## src/rtl/four_bit_sub_serial.sv

```systemverilog
// Bit-serial 4-bit unsigned subtractor (A - B, LSB first) with a start/done handshake.
// Optional signed-overflow output is enabled by defining SUB_OVF_EN.
module four_bit_sub_serial (
  input  logic       clk,
  input  logic       rst,
  input  logic       start_in,
  input  logic [3:0] A_in,
  input  logic [3:0] B_in,
  output logic       busy,
  output logic       done,
  output logic [4:0] diff
`ifdef SUB_OVF_EN
  ,
  output logic       ovf
`endif
);

  typedef enum logic [1:0] {
    IDLE  = 2'd0,
    SHIFT = 2'd1,
    DONE  = 2'd2
  } state_e;

  state_e     state_q;
  logic [3:0] a_q;
  logic [3:0] b_q;
  logic [3:0] res_q;
  logic       br_q;
  logic [1:0] cnt_q;
`ifdef SUB_OVF_EN
  logic       a_sign_q;
  logic       b_sign_q;
`endif

  logic       d_bit_d;
  logic       br_d;

  // Full-subtractor cell on the current LSBs and the registered borrow
  always_comb begin
    d_bit_d = a_q[0] ^ b_q[0] ^ br_q;
    br_d    = (~a_q[0] & b_q[0]) | (~(a_q[0] ^ b_q[0]) & br_q);
  end

  always_ff @(posedge clk or posedge rst) begin
    if (rst) begin
      state_q  <= IDLE;
      a_q      <= 4'd0;
      b_q      <= 4'd0;
      res_q    <= 4'd0;
      br_q     <= 1'b0;
      cnt_q    <= 2'd0;
      busy     <= 1'b0;
      done     <= 1'b0;
      diff     <= 5'd0;
`ifdef SUB_OVF_EN
      a_sign_q <= 1'b0;
      b_sign_q <= 1'b0;
      ovf      <= 1'b0;
`endif
    end else begin
      case (state_q)
        IDLE, DONE: begin
          done <= 1'b0;
          busy <= 1'b0;
          if (start_in) begin
            a_q      <= A_in;
            b_q      <= B_in;
            br_q     <= 1'b0;
            cnt_q    <= 2'd0;
            busy     <= 1'b1;
            state_q  <= SHIFT;
`ifdef SUB_OVF_EN
            a_sign_q <= A_in[3];
            b_sign_q <= B_in[3];
`endif
          end else begin
            state_q <= IDLE;
          end
        end
        SHIFT: begin
          a_q   <= {1'b0, a_q[3:1]};
          b_q   <= {1'b0, b_q[3:1]};
          br_q  <= br_d;
          res_q <= {d_bit_d, res_q[3:1]};
          cnt_q <= cnt_q + 2'd1;
          if (cnt_q == 2'd3) begin
            // Last bit goes straight into diff; res_q only holds bits 0..2 here
            diff    <= {br_d, d_bit_d, res_q[3:1]};
            busy    <= 1'b0;
            done    <= 1'b1;
            state_q <= DONE;
`ifdef SUB_OVF_EN
            ovf     <= (a_sign_q != b_sign_q) && (d_bit_d != a_sign_q);
`endif
          end
        end
        default: begin
          busy    <= 1'b0;
          done    <= 1'b0;
          state_q <= IDLE;
        end
      endcase
    end
  end

endmodule

```

## config.mk

```make
export PLATFORM = sky130hd
export DESIGN_NAME = four_bit_sub_serial
export DESIGN_NICKNAME = d
export VERILOG_FILES = /design/src/rtl/four_bit_sub_serial.sv
export SDC_FILE = /design/constraint.sdc
export NUM_CORES = 1
export LEC_CHECK = 0
export BUFFER_PORTS_ARGS = -buffer_cell sky130_fd_sc_hd__buf_4
export CORE_MARGIN = 2
export CORE_UTILIZATION = 46
export CTS_CLUSTER_SIZE = 14
export DETAILED_ROUTE_END_ITERATION = 16
export GPL_TIMING_DRIVEN = 0
export HOLD_SLACK_MARGIN = 0.12
export MAX_ROUTING_LAYER = met4
export PLACE_DENSITY = 0.67
export SYNTH_ARGS = -nofsm -noshare
export SYNTH_HDL_FRONTEND = slang
export SYNTH_SLANG_ARGS = --single-unit
```

## constraint.sdc

```tcl
create_clock -name clk -period 1.8 [get_ports clk]
set_input_delay 0.18 -clock clk [delete_from_list [all_inputs] [get_ports clk]]
set_output_delay 0.18 -clock clk [all_outputs]
set_load 0.02 [all_outputs]
```

======== After elaboration in Yosys (flattened, before gate mapping) ========
Cells that the tools add are included.
word-level totals
  bits in latches ......................... 0
  memory bits (read-only) ................. 0
  input bits .............................. 11
  register bits after elaboration ......... 24
  output and inout port bits .............. 7
  logic and storage cells ................. 43
  RAM bits ................................ 0
  memories ................................ 0
cells by class
  bitwise gates (word level) .............. 7
  $mul .................................... 0
  eq/ne operators ......................... 5
  magnitude comparators ................... 0
  reductions and logical operators ........ 5
  shifts and indexed selects .............. 0
  divide/modulo/power cells ............... 0
  mux-type cells .......................... 16
  add/subtract/negate cells ............... 1
operator list
  operator                                                          number
  4-bit case mux with 2 select lines                                2
  4-bit two-way mux                                                 2
  2-bit case mux with 2 select lines                                2
  1-bit two-way mux                                                 6
  2-bit == test (second input constant)                             2
  2-bit two-way mux                                                 2
  2-bit inequality test (second input constant)                     2
  1-bit case mux with 2 select lines                                2
  2-bit AND reduction                                               2
  2-bit by 1-bit adder with 2-bit output (second input constant)    1
  1-bit AND                                                         2
  2-bit by 1-bit == test with 1-bit output (second input constant)  1
  2-bit logical NOT                                                 1
  1-bit NOT                                                         2
  2-bit nonzero test                                                1
  2-bit OR reduction                                                1
  1-bit bitwise XOR                                                 2
  1-bit OR                                                          1

======== Logic depth before layout (Yosys ltp) ========
Gate-level depths: netlist (run 1).
  depth after elaboration ................. 5
  depth in mapped cells ................... 5
  gate-level depth less buffers ........... 4

======== Worst setup path before layout (run 1) ========
OpenSTA, ideal clock, no wires.
  kind .................................... register to register
  start ................................... register a_q[0]
  end ..................................... register diff[3]
  library setup time ...................... 125 ps
  buffers on the path ..................... 0
  setup slack ............................. 549 ps
  clock period less this slack ............ 1,251 ps
  stages on the path, launching flop included .. 3
  arrival ................................. 1,126 ps
  data required time ...................... 1,675 ps
  path through ............................ dfrtp_1 -> fa_1 -> mux2_4
between the ends
  cells in the longest elaborated chain, start to end .. 2
ends and longest elaborated chain
  element                         RTL line  RTL
  start, declared                 25        logic [3:0] a_q;
  start signal, assigned          66        a_q <= A_in;
  start signal, assigned          81        a_q <= {1'b0, a_q[3:1]};
  1-bit bitwise XOR (2 in a row)  40        d_bit_d = a_q[0] ^ b_q[0] ^ br_q;
  via d_bit_d                     35        logic d_bit_d;
  end signal, assigned            88        diff <= {br_d, d_bit_d, res_q[3:1]};
  end, declared                   11        output logic [4:0] diff
The timed path passes the listed nets, and every way through them passes these cells.
A chain may end at the register's enable or synchronous reset.

======== Worst setup path in the final report (run 1) ========
  start ................................... register b_q[0]
  end ..................................... register diff[3]
between the ends
  cells in the longest elaborated chain, start to end .. 2
ends and longest elaborated chain
  element                         RTL line  RTL
  start, declared                 26        logic [3:0] b_q;
  start signal, assigned          67        b_q <= B_in;
  start signal, assigned          82        b_q <= {1'b0, b_q[3:1]};
  1-bit bitwise XOR (2 in a row)  40
  via d_bit_d                     35
The timed path passes the listed nets, and every way through them passes these cells.

==> key figures, run 1 <==
Run status
  • Status: finished clean

Floorplan
  • IO Pins: 18
  • Die footprint: 2690 um2
  • Die span in x: 51.8 um
  • Die Span Y: 51.8 um
  • Core Region: 2190 um2
  • Std-Cell Rows: 17
  • Initial Utilization: 0.480

Pwr
  • Clk pwr share: 0.125
  • Sw Share: 0.369
  • Leakage power: 0.630 nW
  • NetSw: 0.000807 W
  • Comb pwr share: 0.482
  • Power Internal: 0.00138 W
  • Reg power frac: 0.394
  • Pwr Density: 1750 nW/um2
  • VDD IR max: 0.000845 V

STA
  • Setup Skew: 6.06 ps
  • Final Max Tran Viols: 0
  • Final hold violations: 0
  • Fin crit period: 1320 ps
  • Worst Slack Setup Final: 479 ps
  • FMAX: 757 MHz
  • Unrepaired setup endpoints after global routing: no
  • Worst rel slew slack: 0.437
  • Setup TNS: 0 ps
  • # setup viols final: 0
  • Worst slew pin tran: 844 ps
  • Part of the cycle the worst path needs: 0.734

Global route
  • Initial antenna violation count: 0
  • First-pass GRT wire length: 3160 um
  • Vias in the first global route: 723
  • Total grt overflow: 0
  • Pin count of the biggest net entering global routing: 23
  • GRT Total Usage: 0.163

Clocking
  • TritonCTS buffer count: 3
  • Worst-Skew Late Latency: 310 ps
  • Clock buffer depth: 2
  • # Post-CTS Setup Buffers: 0
  • CTS tree: built
  • CTS Sinks: 22
  • Clock transition at path regs: 120 ps
  • CTS H-Tree Depth: 1
  • Root Driver: clkbuf_4

Setup path
  • CP Class: register to register
  • WP data arrival: 1520 ps
  • Delay-heaviest family, CP: adder cells
  • Buf/Inv on CP: 1
  • CP max stage cell: fa_1
  • CP peak stage delay: 430 ps
  • Startpoint types: register
  • Critical path capture point type: register
  • Critical Path RT: 2000 ps
  • CP Max Fanout: 3
  • CP cell instances: inv_1 -> fa_1 -> mux2_4

Final layout
  • Most frequent cells in the layout: 22 x dfrtp_1, 17 x buf_4, 11 x nand2_1
  • Area growth from synthesis to layout: 19.1%
  • Commonest non-fill, non-tap cell in the layout: dfrtp_1
  • Inserted Diodes: 0
  • Design area: 1250 um2
  • Fin cells: 140
  • Nets@finish: 126
  • Layout cells sized above 1: 0.304

Yosys
  • Flops & latches, synth: 22
  • Post-Syn Nets: 104
  • Sequential-to-total area share from yosys stat: 0.523
  • Cell Area, Synth: 1050 um2
  • Synth warnings: 0
  • Yosys cell types: 25
  • Post-synthesis cell count: 91
  • Mapped Avg Cell Area: 11.6 um2

Run
  • Max-Cap Viols: 0

Routing
  • Total Wirelength: 1780 um
  • ANT nets after route: 0
  • Via/cell ratio: 5.16
  • Vias: 722
  • Wire per inst: 12.7 um
  • DR pass1 iterations: 3
  • Initial DRC Count: 4
  • DRC Markers: 0

Placed design
  • Post-placement cell area: 1210 um2
  • GP Congestion: 0.705
  • Placed cells: 135
  • Place WS: 495 ps
  • DP HPWL: 1260 um
  • Port bufs: 16

Worst hold path
  • Worst min-delay path category: input pin to register
==> synth_stat cells <==
cell | count | area share
o211ai_1 | 1 | 0.0071
nor2b_1 | 3 | 0.018
mux2_4 | 5 | 0.071
a22o_1 | 2 | 0.017
nand2b_4 | 1 | 0.013
nand3_1 | 4 | 0.019
a21oi_1 | 3 | 0.014
buf_6 | 3 | 0.032
buf_4 | 1 | 0.0071
a211oi_1 | 3 | 0.021
inv_1 | 8 | 0.029
nor2_1 | 1 | 0.0036
dfrtp_1 | 22 | 0.52
mux2i_1 | 6 | 0.057
nand3b_4 | 1 | 0.019
o22ai_1 | 2 | 0.012
buf_2 | 2 | 0.0095
fa_1 | 1 | 0.019
a31oi_1 | 2 | 0.012
nand2b_1 | 1 | 0.0059
o31ai_1 | 1 | 0.0071
nand2_1 | 11 | 0.039
o21ai_0 | 5 | 0.024
and2b_2 | 1 | 0.0083
ha_1 | 1 | 0.012
==> final cells by class <==
| cell class | count | area (um2) |
|---|---|---|
| fill | 195 | 937 |
| sequential | 22 | 551 |
| multi-input combinational | 55 | 420 |
| tap | 28 | 35.0 |
| inverter | 8 | 30.0 |
| buffer | 6 | 51.3 |
| timing repair buffer | 17 | 130 |
| clock buffer | 4 | 36.3 |
==> worst min-delay path, stage by stage <==
cell and delay [ps]:
buf_4 110, inv_1 40, o211ai_1 80
==> kinds of logic after synthesis <==
| group | after synthesis | synth area share |
|---|---|---|
| adder cells (fa/ha/maj) | 2 | 0.0309 |
| AND/OR/NAND/NOR | 23 | 0.126 |
| buffers and inverters | 14 | 0.0773 |
| AO/OA/AOI/OAI | 19 | 0.114 |
| multiplexers | 11 | 0.128 |
| flip-flops | 22 | 0.523 |
==> power groups by stage <==
stage	combinational, W	sequential (W)	clock [W]
floorplan	0.000731	0.000925	0
global placement	0.00103	0.000861	0
detailed placement	0.00106	0.000874	0
CTS	0.00107	0.000864	0.000280
global route	0.00118	0.000898	0.000307
finish	0.00105	0.000862	0.000273
==> routing by layer <==
layer	up-vias	global-route usage	share of wire
met1	349	0.196	0.48
li1	353	-	-
met2	16	0.272	0.47
met3	4	0.0345	0.031
met4	0	0.0526	0.013
met5	-	-	0
==> metrics by stage <==
step	power (W)	util	hold WS, ps
3_5_place_dp	0.00193	0.551	393
2_1_floorplan	0.00166	-	169
5_1_grt	0.00239	0.572	151
6_report	0.00219	0.572	130
4_1_cts	0.00221	0.572	130
3_3_place_gp	0.00189	0.551	398
==> repair_timing <==
action                                 in CTS  in global routing
endpoints found under the hold margin      22                  0
hold buffers                                1                  0
gates resized for setup                     0                  0
==> sequential cells by signal (all words and copies together), names as in the netlist <==
name	count
res_q	3
br_q	1
a_q	4
state_q	1
diff	5
busy	1
b_q	4
done	1
cnt_q	2
==> worst paths after layout <==
path,start,to,slack [ps],cells after the start
worst max-delay path,b_q[0],diff[3],480,3
worst min-delay path,A_in[2],a_q[2],130,3
worst max register to register,b_q[0],diff[3],480,3
worst min register to register,res_q[1],res_q[1],490,2
max in group asynchronous,rst,done,690,3
min in group asynchronous,rst,diff[1],590,3
No activity file was read; power rests on OpenSTA's default activity.
==> run 2, diff against run 1 <==
clock period = 1.22 ns   (was 1.8 ns; I/O delays follow)
==> key figures, run 2 (synthesis gave the netlist of run 1 again) <==
Run status
  • Status: finished with violations
  • Failing checks: setup timing

Setup path
  • Critical Path RT: 1430 ps (-570 ps)
  • CP Class: register to register
  • WP data arrival: 1500 ps (-20 ps)
  • Critical path capture point type: register
  • Delay-heaviest family, CP: adder cells
  • CP Max Fanout: 2 (-1)
  • CP max stage cell: fa_1
  • CP peak stage delay: 500 ps (+70 ps)
  • Startpoint types: register
  • Buf/Inv on CP: 0 (-1)
  • CP cell instances: fa_1 -> mux2_4

Clocking
  • CTS tree: built
  • TritonCTS buffer count: 3 (unchanged)
  • CTS H-Tree Depth: 1 (unchanged)
  • Root Driver: clkbuf_4
  • CTS Sinks: 22 (unchanged)
  • Clock buffer depth: 2 (unchanged)
  • Worst-Skew Late Latency: 310 ps (about the same)
  • Clock transition at path regs: 130 ps (about the same)

Routing
  • DR pass1 iterations: 2 (-1)
  • Via/cell ratio: 5.01 (-2.9%)
  • Initial DRC Count: 5 (+1)
  • Total Wirelength: 1970 um (+10%)
  • Wire per inst: 12.4 um (-2.3%)
  • DRC Markers: 0 (unchanged)
  • ANT nets after route: 0 (unchanged)
  • Vias: 791 (+9.6%)

STA
  • Final hold violations: 0 (unchanged)
  • Setup TNS: -136 ps (-136 ps)
  • Setup Skew: 16.3 ps (+10.3 ps)
  • Worst rel slew slack: 0.688 (+0.251)
  • Part of the cycle the worst path needs: 1.06 (+0.322)
  • Fin crit period: 1290 ps (-32.8 ps)
  • # setup viols final: 5 (+5)
  • FMAX: 777 MHz (+2.6%)
  • Unrepaired setup endpoints after global routing: yes
  • Final Max Tran Viols: 0 (unchanged)
  • Worst Slack Setup Final: -67.8 ps (-547 ps)
  • Worst slew pin tran: 468 ps (-377 ps)

Floorplan
  • Initial Utilization: 0.480 (unchanged)
  • Die span in x: 51.8 um (unchanged)
  • Core Region: 2190 um2 (unchanged)
  • Die footprint: 2690 um2 (unchanged)
  • Die Span Y: 51.8 um (unchanged)
  • Std-Cell Rows: 17 (unchanged)
  • IO Pins: 18 (unchanged)

Global route
  • First-pass GRT wire length: 3400 um (+7.6%)
  • GRT Total Usage: 0.178 (+0.0155)
  • Total grt overflow: 0 (unchanged)
  • Initial antenna violation count: 0 (unchanged)
  • Pin count of the biggest net entering global routing: 23 (unchanged)
  • Vias in the first global route: 747 (+3.3%)

Final layout
  • Most frequent cells in the layout: 28 x buf_4, 21 x dfrtp_1, 9 x nand2_1
  • Biggest regs: diff (5), a_q (4), b_q (4)
  • Area growth from synthesis to layout: 36.6%
  • Nets@finish: 144 (+14%)
  • Largest register by flop count: diff
  • Max FFs per register: 5 (unchanged)
  • Inserted Diodes: 0 (unchanged)
  • Commonest non-fill, non-tap cell in the layout: buf_4
  • Layout cells sized above 1: 0.400 (+0.0964)
  • Final core occ: 0.656 (+0.0840)

Placed design
  • DP HPWL: 1300 um (+3.7%)
  • GP Congestion: 0.763 (+8.3%)
  • Port bufs: 16 (unchanged)

Pwr
  • VDD IR max: 0.00124 V (+47%)
  • Pwr Density: 2480 nW/um2 (+42%)
  • Power consumption: 0.00357 W (+63%)
  • Leakage power: 0.709 nW (+12%)

Run
  • Max-Cap Viols: 0 (unchanged)

Worst hold path
  • Worst min-delay path category: input pin to register
-- run 2: worst register-to-register path: cells and delay by family (launching register included) --
kind,cells,cell delay [ps]
fa+ha+maj,1,500
flops,1,420
mux,1,280
-- run 2: per-stage QoR --
| step | hold WS, ps | std cells | cell area (um2) | setup slack (ps) |
|---|---|---|---|---|
| after floorplan | 111 | 91 | 1050 | -31.0 |
| after global placement | 337 | 135 | 1210 | -73.3 |
| after detailed placement | 334 | 135 | 1210 | -80.4 |
| after CTS | 141 | 151 | 1360 | -68.9 |
| after global routing | 133 | 158 | 1440 | -123 |
| final | 149 | 158 | 1440 | -67.8 |
-- run 2: routing by layer --
layer,share of wire,global-route usage,vias to the layer above
li1,-,-,387
met1,0.45,0.218,387
met2,0.51,0.293,13
met3,0.029,0.0345,4
met4,0.0097,0.0658,0
met5,0,-,-
-- run 2: final cells by class --
class | instances | area (um2)
plain buffers | 6 | 55.1
clock buffers | 4 | 26.3
fillers | 188 | 753
inverters | 8 | 33.8
multi-input cells | 55 | 438
flip-flops and latches | 22 | 552
well taps | 28 | 35.0
repair buffers | 35 | 298
-- run 2: path summary, 6_finish.rpt --
check	startpoint	end	slack, ps	cells after the start
setup / recovery	a_q[0]	diff[3]	-70	2
hold / removal	A_in[0]	a_q[0]	150	3
setup reg to reg	a_q[0]	diff[3]	-70	2
hold reg to reg	res_q[1]	res_q[1]	490	2
max in group asynchronous	rst	busy	550	3
min in group asynchronous	rst	diff[4]	370	3
-- run 2: what timing repair did --
item | in CTS | in global routing
pin swaps | 1 | 4
endpoints found under the hold margin | 28 | 0
gates cloned | 0 | 1
gates resized for setup | 3 | 5
setup buffers | 5 | 6
hold buffers | 7 | 0
setup endpoints to repair | 5 | 8
-- run 2: power by group --
group          total (W)  internal, W  leakage, nW  switching (W)
Sequential       0.00130      0.00107        0.271       0.000230
Combinational    0.00193      0.00107        0.423       0.000856
Clock           0.000344     0.000127       0.0150       0.000217
Total            0.00357      0.00226        0.709        0.00130
==> run 3, diff against run 2 <==
ABC_AREA = 1   (was not set)
==> key figures, run 3 <==
Final layout
  • Nets@finish: 160 (+11%)
  • Layout cells sized above 1: 0.301 (-0.0986)
  • Inserted Diodes: 0 (unchanged)
  • Register cell area after layout: 552 um2 (unchanged)
  • Biggest regs: diff (5), a_q (4), b_q (4)
  • Fin cells: 174 (+10%)
  • Commonest non-fill, non-tap cell in the layout: nand2_1
  • Largest register by flop count: diff
  • Max FFs per register: 5 (unchanged)
  • Fillers: 199 (+5.9%)
  • Most frequent cells in the layout: 35 x nand2_1, 21 x dfrtp_1, 18 x inv_1, 18 x buf_4, 11 x nand3_1
  • Area of the multi-input gates: 390 um2 (-11%)
  • Area growth from synthesis to layout: 29.1%

Yosys
  • Cell Area, Synth: 1060 um2 (+0.83%)
  • Yosys cell types: 18 (-28%)
  • Top FF cell, synth: dfrtp_1
  • Flops & latches, synth: 22 (unchanged)
  • Post-synth top cells: 35 x nand2_1, 22 x dfrtp_1, 20 x inv_1
  • Post-Syn Nets: 130 (+25%)
  • Sequential-to-total area share from yosys stat: 0.519 (-0.00432)
  • Ranking of synthesized cells by area: dfrtp_1 52%, nand2_1 12%, inv_1 7.1%
  • Synth top area share: 0.519 (-0.00432)
  • Count leader, synth: nand2_1
  • Synth warnings: 0 (unchanged)
  • Synth area leader: dfrtp_1
  • Async S/R FF share, synth: 1.00 (unchanged)
  • Mapped Avg Cell Area: 9.07 um2 (-22%)
  • Post-synthesis cell count: 117 (+29%)
  • EDFF count, synth: 0 (unchanged)

Setup path
  • CP max stage cell: fa_2
  • Reg-to-reg startpoint: b_q[0]
  • CP cell instances: inv_2 -> fa_2 -> inv_1 -> o21ai_2
  • Worst R2R Setup Slack: 30 ps (+90 ps)
  • Critical R2R Capture: diff[3]
  • WP data arrival: 1440 ps (-60 ps)
  • Worst R2R Path Depth: 4 (+2)
  • Startpoint types: register
  • Critical Path RT: 1470 ps (+40 ps)
  • CP peak stage delay: 550 ps (+50 ps)
  • CP Max Fanout: 2 (unchanged)
  • Critical path capture point type: register
  • CP Class: register to register

STA
  • Unrepaired setup endpoints after global routing: no
  • Worst rel slew slack: 0.675 (-0.0123)
  • Setup Skew: 7.38 ps (-8.96 ps)
  • Part of the cycle the worst path needs: 0.978 (-0.0778)
  • Fin Hold WS: 120 ps (-29.5 ps)
  • FMAX: 838 MHz (+8.0%)
  • Final Max Tran Viols: 0 (unchanged)
  • # setup viols final: 0 (-5)
  • Worst slew pin tran: 486 ps (+18.5 ps)
  • Fin crit period: 1190 ps (-94.9 ps)
  • Final hold violations: 0 (unchanged)

Placed design
  • DP HPWL: 1370 um (+5.0%)
  • GP Congestion: 0.725 (-5.1%)
  • Placed cells: 162 (+20%)
  • Port bufs: 17 (+1)

Routing
  • Total Wirelength: 2020 um (+2.5%)
  • Vias: 800 (+1.1%)
  • DRC Markers: 0 (unchanged)
  • ANT nets after route: 0 (unchanged)
  • DR pass1 iterations: 4 (+2)
  • Initial DRC Count: 8 (+3)
  • Via/cell ratio: 4.60 (-8.2%)
  • Wire per inst: 11.6 um (-6.9%)

Floorplan
  • IO Pins: 18 (unchanged)
  • Std-Cell Rows: 17 (unchanged)
  • Die Span Y: 52.0 um (+0.38%)
  • Core Region: 2190 um2 (unchanged)
  • Die span in x: 52.0 um (+0.38%)
  • Die footprint: 2710 um2 (+0.75%)
  • Initial Utilization: 0.484 (+0.00400)

Clocking
  • CTS H-Tree Depth: 1 (unchanged)
  • TritonCTS buffer count: 3 (unchanged)
  • Root Driver: clkbuf_4
  • Clock transition at path regs: 130 ps (about the same)
  • CTS Sinks: 22 (unchanged)
  • CTS tree: built
  • Worst-Skew Late Latency: 310 ps (about the same)
  • Clock buffer depth: 2 (unchanged)

Run status
  • Status: finished clean

Pwr
  • Pwr Density: 2780 nW/um2 (+12%)
  • Leakage power: 0.742 nW (+4.6%)
  • VDD IR max: 0.00158 V (+27%)

Worst hold path
  • Worst min-delay path category: input pin to register
  • Hold path start: A_in[1]
  • Worst hold stages: 5 (+2)
  • Worst hold endpoint: a_q[1]

Global route
  • GRT Total Usage: 0.181 (+0.00242)
  • Vias in the first global route: 800 (+7.1%)
  • Total grt overflow: 0 (unchanged)
  • Pin count of the biggest net entering global routing: 23 (unchanged)
  • First-pass GRT wire length: 3510 um (+3.1%)
  • Initial antenna violation count: 0 (unchanged)

Run
  • Max-Cap Viols: 0 (unchanged)
==> run 3: changes by cell type after synthesis, moves of 3 or more <==
cell,before,now
nand2_1,11,35
inv_1,8,20
nand3_1,4,11
mux2i_1,6,0
mux2_4,5,0
nand2_4,0,4
a211oi_1,3,0
a21oi_1,3,0
inv_2,0,3
nor2b_1,3,0
o21ai_1,0,3
o21ai_2,0,3
==> run 3: cell type report <==
cell class / instances / share of cell area
Buffer: 3 / 0.0311
Tap cell: 28 / 0.0256
Clock buffer: 3 / 0.0164
Inverter: 23 / 0.0676
Clock inverter: 1 / 0.0219
Sequential cell: 22 / 0.403
Multi-Input combinational cell: 69 / 0.285
Timing Repair Buffer: 25 / 0.150
==> run 3: timing repair <==
action,CTS,global route
endpoints found under the setup margin,3,30
resized for setup,4,4
hold endpoints to repair,29,0
setup buffers,1,0
hold buffers,7,0
pin swaps,2,1
==> run 3: power by group <==
group	internal, W	switching (W)	total [W]
Clock	0.000332	0.000233	0.000565
Sequential	0.00108	0.000201	0.00128
Combinational	0.000836	0.00113	0.00196
==> run 3: per-stage QoR <==
step / setup TNS (ps) / area (um2) / setup WS, ps / util / power (W)
final: 0 / 1370 / 27.1 / 0.625 / 0.00381
after global routing: 0 / 1370 / 1.88 / 0.625 / 0.00412
after CTS: 0 / 1360 / 4.66 / 0.620 / 0.00380
after detailed placement: -40.9 / 1230 / -40.8 / 0.560 / 0.00314
after global placement: 0 / 1230 / 9.90 / 0.560 / 0.00308
after floorplan: 0 / 1060 / 39.5 / - / 0.00267
==> run 3: metal layers <==
layer | share of wire | vias to the layer above | GRT usage
met1 | 0.46 | 379 | 0.229
li1 | - | 411 | -
met3 | 0.021 | 2 | 0.0259
met5 | 0 | - | -
met4 | 0.0069 | 0 | 0.0526
met2 | 0.51 | 8 | 0.302
==> run 3: cell families (layout without fill, tap and decap cells) <==
group,Yosys count,in the layout,synth area share
buf+inv,26,55,0.121
flops,22,22,0.519
simple gates,55,55,0.251
fa+ha+maj,2,2,0.0307
compound gates,12,12,0.0778
==> run 3: how the worst max path moves through the flow <==
stage / start / endpoint / slack, ps / cells past startpoint
floorplan: a_q[0] / br_q / 40 / 3
global placement: a_q[0] / diff[3] / 10 / 3
detailed placement: a_q[0] / diff[3] / -40 / 3
CTS: b_q[0] / diff[3] / 5 / 4
global route: b_q[0] / br_q / 2 / 4
finish: b_q[0] / diff[3] / 30 / 4
==> run 3: worst max-delay path: cells and delay by family (launching register included) <==
kind,cells,cell delay [ps]
DFF,1,380
buffers and inverters,2,110
adders and majority gates,1,550
AOI/OAI and AO/OA,1,110
